[config.mk]
export PLATFORM = sky130hd
export DESIGN_NAME = pc_fetch_ctrl
export DESIGN_NICKNAME = d
export VERILOG_FILES = /design/src/rtl/pc_fetch_ctrl.sv
export SDC_FILE = /design/constraint.sdc
export NUM_CORES = 1
export LEC_CHECK = 0
export ABC_CLOCK_PERIOD_IN_PS = 2500
export CAP_MARGIN = 20
export CORE_MARGIN = 2
export CORE_UTILIZATION = 45
export DETAILED_ROUTE_END_ITERATION = 6
export DONT_BUFFER_PORTS = 1
export PLACE_DENSITY = 0.72
export SETUP_SLACK_MARGIN = 0.4
export SYNTH_ARGS = -nofsm -noshare
export SYNTH_HDL_FRONTEND = slang
export SYNTH_SLANG_ARGS = --single-unit
[constraint.sdc]
create_clock -name clk -period 2.5 [get_ports clk]
set_input_delay 0.5 -clock clk [delete_from_list [all_inputs] [get_ports clk]]
set_output_delay 0.5 -clock clk [all_outputs]
set_load 0.03 [all_outputs]
[src/rtl/pc_fetch_ctrl.sv]
// Nibbler fetch/branch controller: latches instruction bytes from ROM, issues non-branch ops, loads the PC on branches.
// Optional CALL/RET with a one-entry link register when NIBBLER_CALL_RET_EN is defined.
module pc_fetch_ctrl #(
  parameter int AW = 12,
  parameter int DW = 8
) (
  input  logic          clk,
  input  logic          Rst,
  input  logic [AW-1:0] addr,
  input  logic          phase,
  output logic [AW-1:0] rom_addr,
  input  logic [DW-1:0] rom_data,
  input  logic          carry,
  input  logic          zero,
  output logic [DW-1:0] ir,
  output logic          ir_valid,
  output logic [AW-1:0] newaddr,
  output logic          enable,
  output logic          busy
);

  localparam int AB = AW - 4;

  typedef enum logic [1:0] {S_FETCH, S_DECODE, S_ADDR, S_BRANCH} state_t;

  state_t          state_q, state_d;
  logic [DW-1:0]   ir_q, ir_d;
  logic [AB-1:0]   abyte_q, abyte_d;
  logic [AW-1:0]   newaddr_q, newaddr_d;
  logic            busy_q, busy_d;
`ifdef NIBBLER_CALL_RET_EN
  logic [AW-1:0]   lr_q, lr_d;
`endif

  logic [3:0]      opcode;
  logic            two_word;
  logic            is_ret;
  logic            taken;
  logic            enable_c;
  logic            ir_valid_c;
  logic [AW-1:0]   newaddr_c;

  assign rom_addr = addr;
  assign opcode   = ir_q[DW-1:DW-4];

  always_comb begin
    two_word = (opcode >= 4'h8) && (opcode <= 4'hC);
    is_ret   = 1'b0;
`ifdef NIBBLER_CALL_RET_EN
    if (opcode == 4'hD) two_word = 1'b1;
    is_ret = (opcode == 4'hE);
`endif
    case (opcode)
      4'h8:    taken = carry;
      4'h9:    taken = ~carry;
      4'hA:    taken = zero;
      4'hB:    taken = ~zero;
      default: taken = 1'b1;
    endcase
  end

  always_comb begin
    state_d    = state_q;
    ir_d       = ir_q;
    abyte_d    = abyte_q;
    busy_d     = busy_q;
    enable_c   = 1'b0;
    ir_valid_c = 1'b0;
    newaddr_c  = newaddr_q;
`ifdef NIBBLER_CALL_RET_EN
    lr_d       = lr_q;
`endif
    // Each state acts only in its own phase; a mismatched phase simply holds.
    case (state_q)
      S_FETCH: begin
        if (!phase) begin
          ir_d    = rom_data;
          state_d = S_DECODE;
        end
      end
      S_DECODE: begin
        if (phase) begin
          state_d = S_FETCH;
          if (two_word) begin
            state_d = S_ADDR;
            busy_d  = 1'b1;
          end else if (is_ret) begin
`ifdef NIBBLER_CALL_RET_EN
            enable_c  = 1'b1;
            newaddr_c = lr_q;
`endif
          end else begin
            ir_valid_c = 1'b1;
          end
        end
      end
      S_ADDR: begin
        if (!phase) begin
          abyte_d = rom_data[AB-1:0];
          state_d = S_BRANCH;
        end
      end
      S_BRANCH: begin
        if (phase) begin
          state_d = S_FETCH;
          busy_d  = 1'b0;
          if (taken) begin
            enable_c  = 1'b1;
            newaddr_c = {ir_q[3:0], abyte_q};
          end
`ifdef NIBBLER_CALL_RET_EN
          // The PC already points past the address byte here, i.e. the return address.
          if (opcode == 4'hD) lr_d = addr;
`endif
        end
      end
      default: state_d = S_FETCH;
    endcase
    newaddr_d = newaddr_c;
  end

  always_ff @(posedge clk or posedge Rst) begin
    if (Rst) begin
      state_q   <= S_FETCH;
      ir_q      <= '0;
      abyte_q   <= '0;
      newaddr_q <= '0;
      busy_q    <= 1'b0;
`ifdef NIBBLER_CALL_RET_EN
      lr_q      <= '0;
`endif
    end else begin
      state_q   <= state_d;
      ir_q      <= ir_d;
      abyte_q   <= abyte_d;
      newaddr_q <= newaddr_d;
      busy_q    <= busy_d;
`ifdef NIBBLER_CALL_RET_EN
      lr_q      <= lr_d;
`endif
    end
  end

  assign ir       = ir_q;
  assign ir_valid = ir_valid_c;
  assign enable   = enable_c;
  assign newaddr  = newaddr_c;
  assign busy     = busy_q;

endmodule

[After elaboration in Yosys (flattened, before gate mapping)]
Cells that the tools add are included.
Cells by class
  bitwise gates (word level): 3
  reduce and logical (&&, ||, !) cells: 7
  order comparisons: 2
  muxes and demuxes: 20
  eq/ne operators: 12
Operators by type and width (number)
  2-to-1 mux 12 bit: 3
  equality test 4 bit (second input constant): 4
  2-to-1 mux 2 bit: 5
  inequality test 2 bit (second input constant): 5
  2-to-1 mux 1 bit: 9
  case mux 2 bit (4 select lines): 1
  AND reduction 4 bit: 2
  equality test 2 bit (second input constant): 2
  >= comparator 4 bit (second input constant): 1
  <= comparator 4 bit (second input constant): 1
  case mux 1 bit (4 select lines): 1
  AND reduction 2 bit: 2
  NOT 1 bit: 3
  equality test 2 x 1 -> 1 bit (second input constant): 1
  zero test 2 bit: 1
  case mux 1 bit (2 select lines): 1
  nonzero test 2 bit: 1
  logical AND 1 bit: 1
Storage, ports and cells
  logic and storage cells: 49
  register bits: 31
  input bits: 25
  output and inout bits: 35

[Depth between registers and ports, before layout]
Gate-level depths: netlist of run 1.
  depth in word-level cells: 5
  gate-level depth with buffers: 5
  gate-level depth less buffers: 4

[Worst setup path before layout of run 1]
Ideal clock, no wire load.
  kind: reg-to-output
  from: register ir_q[5] (netlist: ir[5])
  to: output newaddr[10]
  arrival time: 1.725 ns
  required time: 2.000 ns
  cell stages (with the launch flop): 6
  path buffers: 1
  setup slack: 0.275 ns
  path through: dfrtp_1 -> mux2i_1 -> xor2_1 -> a31oi_4 -> buf_6 -> mux2_4
On the way
  word-level cells in the longest chain between the ends: 5
  elaborated cells between the ends (all ways): 8
  classes of those cells: eq/ne (4); mux (4)
Ends and longest elaborated chain
  start: declaration: line 27  | logic [DW-1:0] ir_q, ir_d;
  start signal: assignment: line 134  | ir_q <= ir_d;
  equality test 4 bit: line 53  | case (opcode)
  case mux 1 bit (4 select lines) (*): line 53
  2-to-1 mux 12 bit (*): line 107  | if (taken) begin
  2-to-1 mux 12 bit (*): line 104  | if (phase) begin
  2-to-1 mux 12 bit (*): line 74  | case (state_q)
  end: declaration: line 17  | output logic [AW-1:0] newaddr,
Mark *: on every way between the ends. The rest lies on a longest branch, timed or not.

[Final worst setup path of run 1]
  from: register ir_q[5] (netlist: ir[5])
  to: output newaddr[6]
The elaborated chain is that of the path after synthesis.

==> metrics.md, run 1 <==
| Metric | Value |
|---|---|
| Longest Clk Path Bufs | `2` |
| Initial antenna violation count | `0` |
| H-tree depth | `2` |
| N_diodes | `0` |
| Dpl hpwl | `1700 µm` |
| I/O Buffers | `0` |
| Main flop type after synthesis | `dfrtp_1` |
| Max cap viols | `0` |
| Skew-Pair Late Insertion Delay | `320 ps` |
| Overflow left after global routing | `0` |
| Status | `complete, but fails checks` |
| Setup CP Type | `register to primary output` |
| CTS Sinks | `31` |
| Die Y-Extent | `58.7 µm` |
| Commonest cells post-synth | `31 x dfrtp_1, 18 x mux2_2, 12 x buf_4` |
| RSZ-0062 raised after global routing | `yes` |
| Pwr per Cell Area | `1410 nW/µm²` |
| Worst-path fanout max | `8` |
| # IOs | `60` |
| Critical Path Start Type | `register` |
| Routed Wire Length | `2480 µm` |
| CP max stage delay | `520 ps` |
| Pre-CTS WS | `57.9 ps` |
| CP arrival | `2060 ps` |
| WHS | `221 ps` |
| Critical Path RT | `2000 ps` |
| Synthesis-stage register bit count | `31` |
| Post-Syn Area | `1350 µm²` |
| Reg clk slew, reported paths | `90 ps` |
| Max Slew Vio Count | `0` |
| Most common cell in the synthesized netlist | `dfrtp_1` |
| Fin. Hold Viols | `0` |
| Worst slew pin tran | `724 ps` |
| GRT Total Usage | `17.0%` |
| Period minus WS final | `2560 ps` |
| RePlAce Congestion | `0.709` |
| Biggest area consumer among synthesized cells | `dfrtp_1` |
| Vias | `720` |
| Largest net degree at the start of global routing | `28` |
| CORE AREA | `2810 µm²` |
| DRT Pass-1 Iters | `6` |
| CTS tree | `built` |
| Post-Place Cells | `115` |
| Async SR Flop Fraction | `100%` |
| First-pass GRT wire length | `4220 µm` |
| Area grow syn2layout | `11.4%` |
| Final Cycle Share | `102%` |
| Hold Crit Class | `primary input to register` |
| Nets | `121` |
| Yosys warning count | `0` |
| Crit. End Element | `primary output` |
| Setup violators final | `7` |
| Die width | `58.7 µm` |
| TritonCTS buffer count | `5` |
| Starting Density | `48.1%` |
| Wirelength per Cell | `19.4 µm` |
| Number of global-route vias before repair | `825` |
| # fillers | `250` |
| Post-Syn Nets | `116` |
| Die area | `3450 µm²` |
| Yosys top cell area share | `57.5%` |
| Share of cells above drive strength 1 | `53.6%` |
| Antenna-violating nets left | `0` |
| Synth Instances | `91` |
| Ranking of synthesized cells by area | `dfrtp_1 58%, mux2_2 15%, mux2_4 10%, buf_4 6.7%, a31oi_4 1.6%` |
| Relative max-transition margin | `51.5%` |
| Residual DRC count | `6` |
| Sequential area share after synthesis | `57.5%` |
| Cells along the critical path | `mux2i_4 > xor2_2 > a31oi_4 > mux2_4` |
| Peak supply drop | `990 µV` |
| Failing checks | `DRC, setup timing` |
| CP max-delay cell | `a31oi_4` |
| Reg2reg setup slack | `630 ps` |
| Core Util, Final | `53.6%` |
| Post-synth EDFFs | `0` |
| Cell variety after synth | `18` |
| Min setup slack post-route | `-60.7 ps` |
| DRT iter0 DRCs | `17` |
| Num rows | `19` |
| Syn avg cell area | `14.8 µm²` |
| Clock skew | `10.4 ps` |
| Root buffer cell | `clkbuf_4` |
| Fmax | `0.391 GHz` |
| Vias per inst | `5.63` |
| Leakage | `0.663 nW` |
| Non-Filler Instances | `128` |
-- metal layers --
| layer | vias to the layer above | GRT usage, % | part of all wire (%) |
|---|---|---|---|
| met3 | 8 | 6.59 | 10 |
| met1 | 359 | 21.4 | 39 |
| met5 | - | 0 | 0 |
| li1 | 316 | - | - |
| met2 | 37 | 24.3 | 48 |
| met4 | 0 | 11.0 | 2.0 |
-- layout by cell type (no fill, tap or decap), types with 2 or more instances in the layout --
| cell type | instances |
|---|---|
| buf_4 | 8 |
| mux2_4 | 12 |
| inv_1 | 4 |
| o21ai_0 | 3 |
| mux2_2 | 15 |
| buf_6 | 2 |
| clkbuf_4 | 5 |
| dfrtp_1 | 30 |
| nand2_1 | 3 |
| clkbuf_8 | 2 |
| a31oi_4 | 2 |
-- cells by family (layout without fill, tap and decap cells) --
kind of cell | after synthesis | in the layout | share of synthesized area (%)
xor+xnor | 1 | 1 | 0.649
buf+inv | 18 | 23 | 8.90
simple gates | 7 | 7 | 3.34
compound gates | 6 | 7 | 3.80
flops | 31 | 31 | 57.5
mux | 28 | 28 | 25.8
-- area by class of cell --
type	count	area (µm²)	share of cell area (%)
clock buffers	8	68.8	4.58
repair buffers	11	92.6	6.16
flip-flops and latches	31	777	51.7
inverters	4	15.0	0.999
well taps	31	38.8	2.58
multi-input cells	43	510	34.0
-- sequential cells by signal, summed over array words and instances, names as in the netlist, named ones only --
signal,count
newaddr_q,12
abyte_q,8
ir,8
busy,1
state_q,1
-- per-stage QoR --
step                      setup TNS (ps)  total power, W  area, µm²
final                               -401         0.00212       1500
after global placement                 0         0.00169       1340
after floorplan                        0         0.00160       1360
after CTS                           -631         0.00213       1490
after global routing               -1050         0.00223       1500
after detailed placement               0         0.00172       1340
-- worst paths after layout --
kind / end / start / depth (start not counted)
setup / recovery: newaddr[6] / ir[5]$_DFFE_PP0P_ / 4
hold / removal: state_q[0]$_DFFE_PP0P_ / phase / 1
setup reg to reg: newaddr_q[6]$_DFF_PP0_ / ir[5]$_DFFE_PP0P_ / 4
hold reg to reg: abyte_q[7]$_DFFE_PP0P_ / abyte_q[7]$_DFFE_PP0P_ / 1
max in group asynchronous: newaddr_q[1]$_DFF_PP0_ / Rst / 3
min in group asynchronous: ir[4]$_DFFE_PP0P_ / Rst / 2
-- report_power, final --
| group | switching (W) | internal (W) |
|---|---|---|
| sequential | 0.000211 | 0.000726 |
| clock | 0.000157 | 0.000165 |
| combinational | 0.000506 | 0.000355 |
| total | 0.000874 | 0.00125 |
-- critical path, delay by kind of cell, from the launching register on --
family	cells	cell delay [ps]
AO/OA/AOI/OAI	1	520
XOR/XNOR	1	160
flip-flops	1	440
multiplexers	2	610
-- repair_timing --
item | 4_1_cts | 5_1_grt
gates resized for setup | 8 | 2
endpoints found under the hold margin | 4 | 0
hold buffers | 1 | 0
setup buffers | 3 | 0
pin swaps | 2 | 1
cloned | 1 | 0
endpoints found under the setup margin | 13 | 13
Power figures use the tool's default switching activity.
==> inputs of run 2 (changes only) <==
--- a/config.mk
+++ b/config.mk
@@ -5,7 +5,7 @@
 export SDC_FILE = /design/constraint.sdc
 export NUM_CORES = 1
 export LEC_CHECK = 0
-export ABC_CLOCK_PERIOD_IN_PS = 2500
+export ABC_CLOCK_PERIOD_IN_PS = 2600
 export CAP_MARGIN = 20
 export CORE_MARGIN = 2
 export CORE_UTILIZATION = 45
@@ -13,6 +13,7 @@
 export DONT_BUFFER_PORTS = 1
 export PLACE_DENSITY = 0.72
 export SETUP_SLACK_MARGIN = 0.4
+export SKIP_LAST_GASP = 1
 export SYNTH_ARGS = -nofsm -noshare
 export SYNTH_HDL_FRONTEND = slang
 export SYNTH_SLANG_ARGS = --single-unit
==> constraint.sdc (replaced) <==
create_clock -name clk -period 2.6 [get_ports clk]
set_input_delay 0.52 -clock clk [delete_from_list [all_inputs] [get_ports clk]]
set_output_delay 0.52 -clock clk [all_outputs]
set_load 0.03 [all_outputs]
==> metrics.md, run 2 (synthesis results as in run 1) <==
| Metric | Value |
|---|---|
| Overflow left after global routing | `0 (unchanged)` |
| Post-CTS Resized | `6 (-2)` |
| Crit. End Element | `primary output` |
| Max reg flops | `12 (unchanged)` |
| Dpl hpwl | `1620 µm (-4.5%)` |
| Clock skew | `4.93 ps (-5.50 ps)` |
| Relative max-transition margin | `49.1% (-2.4 points)` |
| RSZ-0062 raised after global routing | `yes` |
| Cells on worst reg2reg path | `5 (+1)` |
| Power share of the combinational group | `34.7% (-5.9 points)` |
| Critical Path RT | `2080 ps (+80 ps)` |
| Initial antenna violation count | `0 (unchanged)` |
| Top register by number of flip-flops | `newaddr_q` |
| Hold buffers post-CTS | `0 (-1)` |
| Net Sw Frac | `41.0% (-0.19 points)` |
| # IOs | `60 (unchanged)` |
| Period minus WS final | `2540 ps` |
| RePlAce Congestion | `0.780 (+10%)` |
| Nets | `113 (-6.6%)` |
| GRT Total Usage | `14.9% (-2.1 points)` |
| Residual DRC count | `7 (+1)` |
| Status | `complete, but fails checks` |
| Leakage | `0.627 nW (-5.5%)` |
| Vias per inst | `5.58 (-0.89%)` |
| Multi-input gate area | `464 µm² (-9.1%)` |
| Vias | `669 (-7.1%)` |
| TritonCTS buffer count | `5 (unchanged)` |
| Pwr per Cell Area | `1370 nW/µm² (-3.0%)` |
| Power Internal | `0.00114 W (-8.6%)` |
| Root buffer cell | `clkbuf_4` |
| Longest Clk Path Bufs | `2 (unchanged)` |
| Clock power frac | `16.0% (+0.8 points)` |
| Sequential Power Share | `49.4% (+5.2 points)` |
| Largest net degree at the start of global routing | `32 (+14%)` |
| NetSw | `0.000792 W (-9.3%)` |
| Peak supply drop | `632 µV (-36%)` |
| Post-CTS Setup Inserts | `0 (-3)` |
| Reg clk slew, reported paths | `90 ps (about the same)` |
| Max Slew Vio Count | `0 (unchanged)` |
| Die Y-Extent | `58.7 µm (unchanged)` |
| I/O Buffers | `0 (unchanged)` |
| Number of global-route vias before repair | `778 (-5.7%)` |
| CTS Sinks | `31 (unchanged)` |
| Failing checks | `DRC` |
| Antenna-violating nets left | `0 (unchanged)` |
| Area grow syn2layout | `4.64%` |
| FF+latch area | `778 µm² (+0.16%)` |
| Commonest cells after routing, fill and taps aside | `29 x dfrtp_1, 15 x mux2_2, 12 x mux2_4` |
| Worst slew pin tran | `759 ps (+35.2 ps)` |
| Wirelength per Cell | `19.3 µm (-0.43%)` |
| Max cap viols | `0 (unchanged)` |
| WHS | `162 ps (-58.8 ps)` |
| Fin. Hold Viols | `0 (unchanged)` |
| N_diodes | `0 (unchanged)` |
| H-tree depth | `2 (unchanged)` |
| Core Util, Final | `50.3% (-3.3 points)` |
| # fillers | `247 (-1.2%)` |
| Setup CP Type | `register to primary output` |
| Starting Density | `48.1% (unchanged)` |
| Die area | `3450 µm² (unchanged)` |
| Worst-path fanout max | `10 (+2)` |
| Critical Path Start Type | `register` |
| Routed Wire Length | `2310 µm (-6.7%)` |
| Setup violators final | `0 (-7)` |
| Skew-Pair Late Insertion Delay | `320 ps (about the same)` |
| Share of cells above drive strength 1 | `48.3% (-5.3 points)` |
| Hold Crit Class | `primary input to async pin` |
| CTS tree | `built` |
| Setup TNS Final | `0 ps (+401 ps)` |
| DRT iter0 DRCs | `30 (+13)` |
| DRT Pass-1 Iters | `6 (unchanged)` |
| First-pass GRT wire length | `3720 µm (-12%)` |
| Reg2reg start | `ir[5]$_DFFE_PP0P_` |
| Die width | `58.7 µm (unchanged)` |
| Reg2reg setup slack | `760 ps (+130 ps)` |
| CORE AREA | `2810 µm² (unchanged)` |
| CP arrival | `2020 ps (-40 ps)` |
| Final Cycle Share | `97.8%` |
| Commonest non-fill, non-tap cell in the layout | `dfrtp_1` |
| Num rows | `19 (unchanged)` |
| Fmax | `0.393 GHz` |
| Worst R2R End | `newaddr_q[4]$_DFF_PP0_` |
run 2: cell types whose count changed in the layout (fill, tap and decap cells not counted), sizes merged:
cell | before | now
a31oi | 2 | 1
buf | 10 | 4
dlygate4sd3 | 1 | 0
run 2: layer usage:
| layer | wire, µm | part of all wire [%] | GRT usage [%] | up-vias |
|---|---|---|---|---|
| met5 | 0 | 0 | 0 | - |
| met3 | 304 | 13 | 8.13 | 7 |
| li1 | - | - | - | 291 |
| met4 | 46 | 2.0 | 7.14 | 0 |
| met2 | 1080 | 47 | 23.3 | 38 |
| met1 | 881 | 38 | 16.6 | 333 |
run 2: worst max-delay path by stage:
| stage | from | end | slack [ps] | cells past startpoint |
|---|---|---|---|---|
| after CTS | ir[5]$_DFFE_PP0P_ | newaddr[4] | 40 | 5 |
| after global routing | ir[5]$_DFFE_PP0P_ | newaddr[3] | -50 | 5 |
| after global placement | ir[5]$_DFFE_PP0P_ | newaddr[9] | 360 | 5 |
| final | ir[5]$_DFFE_PP0P_ | newaddr[4] | 60 | 5 |
| after floorplan | phase | newaddr[10] | 410 | 5 |
| after detailed placement | ir[5]$_DFFE_PP0P_ | newaddr[9] | 340 | 5 |
run 2: metrics by stage:
stage / std cells / area (µm²) / worst slack [ps] / power (W)
floorplan: 91 / 1360 / 411 / 0.00154
global placement: 112 / 1310 / 357 / 0.00158
detailed placement: 112 / 1310 / 337 / 0.00161
CTS: 120 / 1410 / 36.5 / 0.00195
global route: 120 / 1410 / -48.9 / 0.00204
finish: 120 / 1410 / 57.6 / 0.00193
run 2: power groups by stage:
stage | Combinational (W) | Clock [W] | Sequential [W]
after detailed placement | 0.000648 | 0 | 0.000964
after CTS | 0.000676 | 0.000321 | 0.000956
final | 0.000670 | 0.000308 | 0.000953
after global placement | 0.000633 | 0 | 0.000952
after floorplan | 0.000621 | 0 | 0.000921
after global routing | 0.000716 | 0.000340 | 0.000983
run 2: final cells by class:
type                    count  area share [%]
multi-input cells          42            32.9
clock buffers               8            4.88
repair buffers              4            3.28
inverters                   4            1.06
flip-flops and latches     31            55.1
well taps                  31            2.75
run 2: worst max-delay path, stage by stage (launching register included):
cell and delay (ps):
dfrtp_2 490, mux2i_1 240, xor2_1 270, a31oi_4 150
buf_12 190, mux2_4 360
==> inputs of run 3 (changes only) <==
--- a/config.mk
+++ b/config.mk
@@ -17,3 +17,4 @@
 export SYNTH_ARGS = -nofsm -noshare
 export SYNTH_HDL_FRONTEND = slang
 export SYNTH_SLANG_ARGS = --single-unit
+export TNS_END_PERCENT = 50
==> metrics.md, run 3 (synthesis results as in run 1) <==
| Metric | Value |
|---|---|
| Root buffer cell | `clkbuf_4` |
| Setup CP Type | `register to primary output` |
| Power consumption | `0.00193 W (about the same)` |
| H-tree depth | `2 (unchanged)` |
| Max reg flops | `12 (unchanged)` |
| CP max-delay cell | `dfrtp_2` |
| RSZ-0062 raised after global routing | `yes` |
| Wirelength per Cell | `19.3 µm (unchanged)` |
| Commonest non-fill, non-tap cell in the layout | `dfrtp_1` |
| Pre-CTS WS | `337 ps (unchanged)` |
| Worst-path fanout max | `10 (unchanged)` |
| Critical Path RT | `2080 ps (about the same)` |
| Share of cells above drive strength 1 | `47.2% (-1.1 points)` |
| Fmax | `0.393 GHz (about the same)` |
| Worst R2R End | `newaddr_q[4]$_DFF_PP0_` |
| Commonest cells after routing, fill and taps aside | `30 x dfrtp_1, 15 x mux2_2, 12 x mux2_4` |
| Met2 usage | `23.3% (unchanged)` |
| Clock skew | `4.93 ps (unchanged)` |
| Setup TNS Final | `0 ps (unchanged)` |
| Nets | `113 (unchanged)` |
| I/O Buffers | `0 (unchanged)` |
| Crit. End Element | `primary output` |
| Vias | `669 (unchanged)` |
| CP max stage delay | `490 ps (about the same)` |
| Skew-Pair Late Insertion Delay | `320 ps (about the same)` |
| Worst setup path end | `newaddr[4]` |
| CTS Sinks | `31 (unchanged)` |
| Dpl hpwl | `1620 µm (unchanged)` |
| Max cap viols | `0 (unchanged)` |
| Initial antenna violation count | `0 (unchanged)` |
| TritonCTS buffer count | `5 (unchanged)` |
| Area grow syn2layout | `4.55% (about the same)` |
| Longest Clk Path Bufs | `2 (unchanged)` |
| Post-CTS Setup Inserts | `0 (unchanged)` |
| Reg clk slew, reported paths | `90 ps (about the same)` |
| GRT busiest layer | `met2` |
| CP delay by family, top | `multiplexers` |
| Number of global-route vias before repair | `778 (unchanged)` |
| Setup violators final | `0 (unchanged)` |
| Antenna-violating nets left | `0 (unchanged)` |
| DRT Pass-1 Iters | `6 (unchanged)` |
| GR Util met3 | `8.13% (unchanged)` |
| Final Cycle Share | `97.8% (about the same)` |
| Critical Path Start Type | `register` |
| Buf/Inv on CP | `1 (unchanged)` |
| Reg2reg start | `ir[5]$_DFFE_PP0P_` |
| Reg2reg setup slack | `760 ps (about the same)` |
| Starting Density | `48.1% (unchanged)` |
| GRT Total Usage | `14.9% (unchanged)` |
| First-pass GRT wire length | `3720 µm (unchanged)` |
| Post-Place Cells | `112 (unchanged)` |
| Die Y-Extent | `58.7 µm (unchanged)` |
| RePlAce Congestion | `0.780 (unchanged)` |
| Number of cells on the critical path | `5 (unchanged)` |
| Min setup slack post-route | `57.5 ps (-0.113 ps)` |
| # IOs | `60 (unchanged)` |
| Max Slew Vio Count | `0 (unchanged)` |
| Non-Filler Instances | `120 (unchanged)` |
| CORE AREA | `2810 µm² (unchanged)` |
| Top register by number of flip-flops | `newaddr_q` |
| Pwr per Cell Area | `1370 nW/µm² (about the same)` |
| Cells on worst reg2reg path | `5 (unchanged)` |
| DRT iter0 DRCs | `30 (unchanged)` |
| Die area | `3450 µm² (unchanged)` |
| Largest net degree at the start of global routing | `32 (unchanged)` |
| Routed Wire Length | `2310 µm (unchanged)` |
| Hold buffers post-CTS | `0 (unchanged)` |
| Die width | `58.7 µm (unchanged)` |
| Period minus WS final | `2540 ps (+0.113 ps)` |
| Failing checks | `DRC` |
| Num rows | `19 (unchanged)` |
| Status | `complete, but fails checks` |
| Fin. Hold Viols | `0 (unchanged)` |
| Relative max-transition margin | `49.1% (unchanged)` |
| Residual DRC count | `7 (unchanged)` |
| CP arrival | `2020 ps (about the same)` |
| Overflow left after global routing | `0 (unchanged)` |
| Hold Crit Class | `primary input to async pin` |
| Global-route met1 utilization | `16.6% (unchanged)` |
| Worst slew pin tran | `759 ps (unchanged)` |
| Worst setup path startpoint | `ir[5]$_DFFE_PP0P_` |
| Leakage | `0.628 nW (+0.16%)` |
| Cells along the critical path | `mux2i_1 > xor2_1 > a31oi_4 > buf_12 > mux2_4` |
| Vias per inst | `5.58 (unchanged)` |
| CTS tree | `built` |
| Peak supply drop | `632 µV (about the same)` |
| N_diodes | `0 (unchanged)` |
-- run 3: area by class of cell --
class                           instances  area (µm²)
Sequential cell                        31         777
Clock buffer                            8        68.8
Fill cell                             246        1400
Inverter                                4        15.0
Timing Repair Buffer                    4        46.3
Tap cell                               31        38.8
Multi-Input combinational cell         42         464
-- run 3: what timing repair did --
| item | 4_1_cts | 5_1_grt |
|---|---|---|
| setup endpoints to repair | 12 | 14 |
| pin swaps | 0 | 0 |
| resized for setup | 6 | 1 |
| cloned | 0 | 0 |
-- run 3: per-layer routing --
layer / up-vias / wire length, µm
li1: 291 / -
met1: 333 / 881
met2: 38 / 1080
met3: 7 / 304
met4: 0 / 46
met5: - / 0
-- run 3: worst min-delay path by stage --
stage,startpoint,endpoint,cells after the start
6_report,Rst,abyte_q[7]$_DFFE_PP0P_,2
3_5_place_dp,abyte_q[1]$_DFFE_PP0P_,abyte_q[1]$_DFFE_PP0P_,1
4_1_cts,Rst,abyte_q[3]$_DFFE_PP0P_,2
5_1_grt,Rst,abyte_q[0]$_DFFE_PP0P_,2
2_1_floorplan,abyte_q[0]$_DFFE_PP0P_,abyte_q[0]$_DFFE_PP0P_,1
3_3_place_gp,abyte_q[7]$_DFFE_PP0P_,abyte_q[7]$_DFFE_PP0P_,1
-- run 3: power breakdown --
part	internal, W	switching (W)	leakage (nW)
registers	0.000697	0.000254	0.373
clock network	0.000159	0.000150	0.0386
logic	0.000281	0.000389	0.216
total	0.00114	0.000792	0.628
-- run 3: through the flow --
stage                     utilization [%]  cell area [µm²]  hold slack [ps]
after floorplan                         -             1360              475
after detailed placement             46.8             1310              498
after global placement               46.8             1310              491
final                                50.3             1410              162
after CTS                            50.1             1410              163
after global routing                 50.3             1410              174
